`config.mk`:
```
export PLATFORM = sky130hd
export DESIGN_NAME = iram_rd_drain_64x85
export DESIGN_NICKNAME = d
export VERILOG_FILES = /design/src/rtl/iram_pkg.sv /design/src/rtl/iram_skid2_85.sv /design/src/rtl/iram_rd_drain_64x85.sv
export SDC_FILE = /design/constraint.sdc
export NUM_CORES = 1
export LEC_CHECK = 0
export ABC_AREA = 1
export BUFFER_PORTS_ARGS = -buffer_cell sky130_fd_sc_hd__buf_2
export CORE_ASPECT_RATIO = 1.2
export CORE_MARGIN = 1
export CORE_UTILIZATION = 57
export CTS_CLUSTER_DIAMETER = 30
export CTS_CLUSTER_SIZE = 10
export DETAILED_ROUTE_END_ITERATION = 16
export PLACE_DENSITY = 0.89
export SETUP_SLACK_MARGIN = 0.05
export SLEW_MARGIN = 20
export SYNTH_ARGS = -nofsm -noshare
export SYNTH_HDL_FRONTEND = slang
export SYNTH_SLANG_ARGS = --single-unit
```
`constraint.sdc`:
```
create_clock -name clk -period 2.84 [get_ports clk]
set_clock_uncertainty 0.05 [all_clocks]
set_input_delay 0 -clock clk [delete_from_list [all_inputs] [get_ports clk]]
set_output_delay 0 -clock clk [all_outputs]
set_load 0.05 [all_outputs]
```
`src/rtl/iram_pkg.sv`:
```
// ----------------------------------------------------------------------------
// iram_pkg
// Shared constants, types and pointer helper for the 64 x 85 instruction-RAM
// read-drain path.
//   IRAM_DEPTH  : BRAM entries (power of two)
//   IRAM_WIDTH  : entry width in bits
//   IRAM_PTR_W  : pointer width = address bits + 1 wrap bit
//   IRAM_ADDR_W : BRAM address width
//   ptr_diff()  : modulo-2^PTR_W subtraction of two pointers
// ----------------------------------------------------------------------------
package iram_pkg;

    localparam int unsigned IRAM_DEPTH  = 64;
    localparam int unsigned IRAM_WIDTH  = 85;
    localparam int unsigned IRAM_PTR_W  = 7;
    localparam int unsigned IRAM_ADDR_W = 6;

    typedef logic [IRAM_PTR_W-1:0] iram_ptr_t;
    typedef logic [IRAM_WIDTH-1:0] iram_data_t;

    // Wrap-bit pointers: the difference modulo 2^PTR_W is the fill level and
    // spans 0..DEPTH, so full and empty are distinguishable.
    function automatic iram_ptr_t ptr_diff(input iram_ptr_t a, input iram_ptr_t b);
        return a - b;
    endfunction

endpackage

```
`src/rtl/iram_skid2_85.sv`:
```
// ----------------------------------------------------------------------------
// iram_skid2_85
// Two-entry registered FIFO that absorbs BRAM read data while the consumer
// stalls. Head and valid come straight from flops.
//   clk      in   clock
//   reset_n  in   synchronous active-low reset
//   i_clear  in   drop all contents (and any same-cycle push)
//   i_push   in   write i_din
//   i_din    in   data to write
//   i_pop    in   remove head (ignored when empty)
//   o_valid  out  registered (count != 0)
//   o_head   out  oldest entry
//   o_count  out  entries held, 0..2
// ----------------------------------------------------------------------------
module iram_skid2_85
    import iram_pkg::*;
(
    input  logic       clk,
    input  logic       reset_n,
    input  logic       i_clear,
    input  logic       i_push,
    input  iram_data_t i_din,
    input  logic       i_pop,
    output logic       o_valid,
    output iram_data_t o_head,
    output logic [1:0] o_count
);

    iram_data_t r_head;
    iram_data_t r_tail;
    logic [1:0] r_count;
    logic       r_valid;

    iram_data_t w_head_d;
    iram_data_t w_tail_d;
    logic [1:0] w_count_d;
    logic       w_pop;
    logic       w_push;

    assign w_pop  = i_pop & (r_count != 2'd0);
    // A push into a full buffer is only legal alongside a pop; the issue
    // bound upstream guarantees that, so anything else is dropped.
    assign w_push = i_push & ~i_clear & ((r_count != 2'd2) | w_pop);

    always_comb begin
        w_head_d  = r_head;
        w_tail_d  = r_tail;
        w_count_d = r_count;
        unique case ({w_push, w_pop})
            2'b10: begin
                if (r_count == 2'd0) begin
                    w_head_d = i_din;
                end else begin
                    w_tail_d = i_din;
                end
                w_count_d = r_count + 2'd1;
            end
            2'b01: begin
                // With one entry left the tail is stale, but valid drops too.
                w_head_d  = r_tail;
                w_count_d = r_count - 2'd1;
            end
            2'b11: begin
                if (r_count == 2'd1) begin
                    w_head_d = i_din;
                end else begin
                    w_head_d = r_tail;
                    w_tail_d = i_din;
                end
            end
            default: begin
            end
        endcase
        if (i_clear) begin
            w_count_d = 2'd0;
        end
    end

    always_ff @(posedge clk) begin
        if (!reset_n) begin
            r_head  <= '0;
            r_tail  <= '0;
            r_count <= 2'd0;
            r_valid <= 1'b0;
        end else begin
            r_head  <= w_head_d;
            r_tail  <= w_tail_d;
            r_count <= w_count_d;
            r_valid <= (w_count_d != 2'd0);
        end
    end

    assign o_valid = r_valid;
    assign o_head  = r_head;
    assign o_count = r_count;

endmodule

```
`src/rtl/iram_rd_drain_64x85.sv`:
```
// ----------------------------------------------------------------------------
// iram_rd_drain_64x85
// Read-side drain engine for a 64 x 85 simple dual-port BRAM. Compares the
// producer write pointer against its own read pointer, issues BRAM reads,
// absorbs the one-cycle read latency in a 2-entry buffer and presents
// entries on a valid/ready stream.
//   clk       in   clock, rising edge
//   reset_n   in   synchronous active-low reset
//   i_wr_ptr  in   producer write pointer (address + wrap bit)
//   i_flush   in   discard unread and buffered entries, rd_ptr <= i_wr_ptr
//   o_enb     out  BRAM read enable (combinational)
//   o_addrb   out  BRAM read address = rd_ptr[5:0]
//   i_dob     in   BRAM read data, valid the cycle after o_enb
//   o_valid   out  output entry valid (registered)
//   o_data    out  output entry (registered)
//   i_ready   in   consumer accept
//   o_rd_ptr  out  registered read pointer, back to the producer
//   o_count   out  unread entries, i_wr_ptr - rd_ptr (combinational)
// ----------------------------------------------------------------------------
module iram_rd_drain_64x85
    import iram_pkg::*;
#(
    parameter int unsigned DEPTH = IRAM_DEPTH,
    parameter int unsigned WIDTH = IRAM_WIDTH,
    parameter int unsigned PTR_W = IRAM_PTR_W
) (
    input  logic                     clk,
    input  logic                     reset_n,
    input  logic [PTR_W-1:0]         i_wr_ptr,
    input  logic                     i_flush,
    output logic                     o_enb,
    output logic [$clog2(DEPTH)-1:0] o_addrb,
    input  logic [WIDTH-1:0]         i_dob,
    output logic                     o_valid,
    output logic [WIDTH-1:0]         o_data,
    input  logic                     i_ready,
    output logic [PTR_W-1:0]         o_rd_ptr,
    output logic [PTR_W-1:0]         o_count
);

    localparam int unsigned ADDR_W = $clog2(DEPTH);

    logic [PTR_W-1:0] r_rd_ptr;
    logic             r_inflight;

    logic             w_avail;
    logic             w_pop;
    logic             w_issue;
    logic             w_buf_valid;
    logic [1:0]       w_buf_count;
    logic [2:0]       w_occ_after_pop;
    logic [WIDTH-1:0] w_buf_head;

    assign w_avail = (i_wr_ptr != r_rd_ptr);
    assign w_pop   = w_buf_valid & i_ready;

    // Slots committed once this cycle's pop leaves: buffered + in flight.
    // A pop implies a non-empty buffer, so this never underflows.
    assign w_occ_after_pop = {1'b0, w_buf_count} + {2'b00, r_inflight} - {2'b00, w_pop};

    // Issue only while a committed slot remains free, so a read that lands
    // next cycle always finds room even if the consumer stalls. reset_n
    // gates the strobe so no read leaks out while in reset.
    assign w_issue = reset_n & w_avail & ~i_flush & (w_occ_after_pop < 3'd2);

    always_ff @(posedge clk) begin
        if (!reset_n) begin
            r_rd_ptr   <= '0;
            r_inflight <= 1'b0;
        end else if (i_flush) begin
            r_rd_ptr   <= i_wr_ptr;
            r_inflight <= 1'b0;
        end else begin
            r_inflight <= w_issue;
            if (w_issue) begin
                // Advancing on the issue edge frees the slot for the producer
                // only after the BRAM has sampled the address.
                r_rd_ptr <= r_rd_ptr + {{(PTR_W-1){1'b0}}, 1'b1};
            end
        end
    end

    // The flush also clears the buffer and suppresses the in-flight capture.
    iram_skid2_85 u_buf (
        .clk     (clk),
        .reset_n (reset_n),
        .i_clear (i_flush),
        .i_push  (r_inflight),
        .i_din   (i_dob),
        .i_pop   (w_pop),
        .o_valid (w_buf_valid),
        .o_head  (w_buf_head),
        .o_count (w_buf_count)
    );

    assign o_enb    = w_issue;
    assign o_addrb  = r_rd_ptr[ADDR_W-1:0];
    assign o_valid  = w_buf_valid;
    assign o_data   = w_buf_head;
    assign o_rd_ptr = r_rd_ptr;
    assign o_count  = ptr_diff(i_wr_ptr, r_rd_ptr);

endmodule
```
==> qor.log <==
INFO  synthesis      synth.yosys.seq_area_share=45.6%
INFO  power_and_ir_drop static-leakage-power=0.00506uW
INFO  floorplan      boundaryPins=203
INFO  synthesis      yosys.area.top_type=sky130_fd_sc_hd__dfxtp_1
INFO  power_and_ir_drop ir_drop=547uV
INFO  placement      hpwlAfterDp=12000microns
INFO  route          viasPerCell=5.42
INFO  critical_path  timing.rr.start=u_buf.o_count[1]
INFO  grt            grt_pass1_wl=35600microns
INFO  synthesis      post_synth_and_or_nand_nor_area_fraction=8.76%
INFO  critical_path  critical_path_peak_fanout=9
INFO  grt            antenna_found_initial=0
INFO  synthesis      synthArstFlopShare=0%
INFO  timing         max_slew.worst_pin.slew=0.692ns
INFO  synthesis      post_synth_inst_count=1096
INFO  hold_path      hp-class=input port to flip-flop
INFO  synthesis      synth.lib_cells_used.distinct=27
INFO  cts            cts_tree=built
INFO  timing         report.final.hold_viol_count=1
INFO  timing         timing_max_transition_violations_final=0
INFO  grt            first_global_vias=7908
INFO  floorplan      die_y=131microns
INFO  cts            clock-sinks=181
INFO  timing         slew-limit-headroom=53.8%
INFO  cells_and_area final_area=0.0105sqmm
INFO  synthesis      combinational_family_with_the_most_area_after_synthesis=compound AO/OA/AOI/OAI gates
INFO  timing         finalCriticalPeriod=2.62ns
INFO  synthesis      synthXorXnorAreaFrac=0.661%
INFO  route          postRouteWirelength=22200microns
INFO  timing         fmax=0.382GHz
INFO  cts            cts.reportedPaths.clkPinSlew=0.06ns
INFO  route          first_pass_iters=5
INFO  synthesis      yosysTopAreaCellShare=45.6%
INFO  placement      placed_area=0.00893sqmm
INFO  timing         final_setup_violations=0
INFO  timing         layout_setup_ws=0.220ns
INFO  cells_and_area antennaDiodeCount=0
INFO  route          detail_route.wl_per_cell=14.5microns
INFO  route          initialDrtViolationCount=622
INFO  cts            max-clock-path-buffers=2
INFO  route          vias=8254
INFO  synthesis      ys_top_cells_by_area=sky130_fd_sc_hd__dfxtp_1, sky130_fd_sc_hd__o21ai_0, sky130_fd_sc_hd__a21oi_1, sky130_fd_sc_hd__inv_1, sky130_fd_sc_hd__nand2_1
INFO  floorplan      floorplan.die.width=110microns
INFO  placement      place_ws=0.388ns
INFO  synthesis      syn_avg_cell_area=7.26squm
INFO  floorplan      design.die.area=0.0144sqmm
INFO  timing         final.hold.worst_slack=-0.00573ns
INFO  cts            number_of_cts_inserted_buffers=17
INFO  cells_and_area layout-drive-gt1-share=18.5%
INFO  route          ant_nets=0
INFO  cts            cts-resized-gates=0
INFO  grt            gr-usage-all-layers=31.0%
INFO  grt            largest_net_degree_at_the_start_of_global_routing=171
INFO  synthesis      number_of_enable_type_register_cells_in_the_synthesized_netlist=0
INFO  placement      input_output_buffers=202
INFO  power_and_ir_drop power_per_standard_cell_area=582mW/mm^2
INFO  synthesis      register_bit_total_from_synthesis=181
INFO  job            max_cap_viol_count=0
INFO  critical_path  worst_ep_arrival_time=2.57ns
INFO  timing         unrepaired_setup_endpoints_after_global_routing=no
INFO  hold_path      hold_path_startpoint=i_flush
INFO  cts            cts.root.buffer_cell=sky130_fd_sc_hd__clkbuf_16
INFO  placement      gp_routability_congestion=0.829
INFO  synthesis      post_synth_instance_area=0.00795sqmm
INFO  synthesis      synthFlopType=sky130_fd_sc_hd__dfxtp_1
INFO  synthesis      synth.area.mux_share=0%
INFO  critical_path  endpoint_kind=primary output
INFO  cells_and_area finalNetCount=1451
INFO  floorplan      initial_core_util=59.3%
INFO  floorplan      design.core.area=0.0134sqmm
INFO  cts            htree_num_levels=4
INFO  run_status     violations=negative hold slack
INFO  floorplan      placement_rows=46
INFO  timing         final.period_utilization=92.2%
INFO  route          route.detailed.drc=0
INFO  synthesis      synth_compound_area_share=28.4%
INFO  synthesis      synth.yosys.warnings=0
INFO  cells_and_area synthToLayoutAreaGrowth=32.1%
INFO  critical_path  cp-startpoint=o_rd_ptr[2]
INFO  run_status     outcome=finished with violations
INFO  cts            clk_latency=0.43ns
INFO  critical_path  worst_setup_path_start_kind=flip-flop
INFO  critical_path  worst-endpoint-required=2.79ns
INFO  critical_path  timing.setup.critical_path_class=flip-flop to primary output
INFO  synthesis      synthAdderAreaFrac=2.08%
INFO  timing         setup_tns=0ns
INFO  synthesis      synth_fp_nets=1204
INFO  grt            global_route.overflow_total=0
## stage by stage
step	total power, uW	util [%]	instances
global route	6340	78.3	1524
detailed placement	3650	66.6	1396
global placement	3640	66.6	1396
CTS	6110	78.1	1523
floorplan	3410	-	1096
finish	6120	78.3	1524
## metal layers
layer  track usage (%)  up-vias  share of wire, %
met5                 0        -                 0
met4              18.3        0               5.1
met3              7.64      106               5.9
met2              52.6      373                50
met1              34.3     3745                39
li1                  -     4030                 -
## Yosys cell counts (4+ instances only)
master	n
sky130_fd_sc_hd__a21oi_1	177
sky130_fd_sc_hd__buf_2	36
sky130_fd_sc_hd__buf_4	7
sky130_fd_sc_hd__buf_6	4
sky130_fd_sc_hd__clkbuf_1	33
sky130_fd_sc_hd__dfxtp_1	181
sky130_fd_sc_hd__ha_1	10
sky130_fd_sc_hd__inv_1	200
sky130_fd_sc_hd__nand2_1	127
sky130_fd_sc_hd__nand3_1	19
sky130_fd_sc_hd__nor2_1	15
sky130_fd_sc_hd__o21ai_0	245
sky130_fd_sc_hd__o21ai_1	20
## worst max-delay path, cell delays in order (launching register included)
cell and delay (ns):
sky130_fd_sc_hd__dfxtp_1 0.49, sky130_fd_sc_hd__inv_1 0.11, sky130_fd_sc_hd__ha_1 0.36, sky130_fd_sc_hd__nand2_1 0.12
sky130_fd_sc_hd__nor2_1 0.05, sky130_fd_sc_hd__nor3_1 0.35, sky130_fd_sc_hd__o21ai_0 0.23, sky130_fd_sc_hd__xor2_1 0.16
sky130_fd_sc_hd__buf_2 0.27
## registers in the layout, summed over array words and instances, names as in the netlist
register and cells:
u_buf.o_valid 1, r_inflight 1, u_buf.o_head 85, o_rd_ptr 7, u_buf.o_count 2, u_buf.r_tail 85
## worst paths after layout
kind                            to  slack [ns]  cells after the start
setup / recovery        o_count[6]        0.22                      8
hold / removal         o_rd_ptr[5]      -0.006                      5
setup reg to reg  u_buf.r_tail[36]        0.35                      7
hold reg to reg   u_buf.r_tail[31]        0.39                      2
## layout by cell type (no fill, tap or decap), types with 2 or more instances in the layout
cell type and instances:
sky130_fd_sc_hd__xnor2_1 3, sky130_fd_sc_hd__dfxtp_1 181, sky130_fd_sc_hd__nand4_1 3, sky130_fd_sc_hd__clkbuf_16 17, sky130_fd_sc_hd__inv_6 5, sky130_fd_sc_hd__o21ai_1 20, sky130_fd_sc_hd__buf_12 5, sky130_fd_sc_hd__a21oi_1 177
sky130_fd_sc_hd__clkinvlp_4 2, sky130_fd_sc_hd__o21bai_1 2, sky130_fd_sc_hd__clkbuf_8 2, sky130_fd_sc_hd__nor2_1 15, sky130_fd_sc_hd__dlygate4sd3_1 95, sky130_fd_sc_hd__nand3_1 19, sky130_fd_sc_hd__nand2_1 127, sky130_fd_sc_hd__clkinv_2 3
sky130_fd_sc_hd__bufinv_16 2, sky130_fd_sc_hd__o21ai_0 245, sky130_fd_sc_hd__xor2_1 3, sky130_fd_sc_hd__ha_1 10, sky130_fd_sc_hd__fa_1 2, sky130_fd_sc_hd__buf_4 7, sky130_fd_sc_hd__buf_2 201, sky130_fd_sc_hd__inv_1 200
## cell type report
class                   count  area (sq um)
clock inverters            13           143
clock buffers              19           453
multi-input cells         634          3190
well taps                 168           210
repair buffers            309          2140
fillers                   831          2910
inverters                 200           751
flip-flops and latches    181          3620
## where the power goes
group	leakage (uW)	internal (uW)	switching [uW]
logic	0.00330	341	719
clock network	0.000291	1350	1020
registers	0.00147	2620	58.7
total	0.00506	4320	1800
## cell families (layout without fill, tap and decap cells)
family	after synthesis	count (layout)
AOI/OAI and AO/OA	447	447
buffers and inverters	281	541
DFF	181	181
and+or+nand+nor	169	169
adders and majority gates	12	12
xor gates and xnor gates	6	6
## what timing repair did
| item | CTS | global route |
|---|---|---|
| endpoints found under the hold margin | 177 | 0 |
| hold buffers | 95 | 0 |
| buffers inserted | 0 | 0 |
| endpoints found under the setup margin | 0 | 0 |
Power figures use the tool's default switching activity.
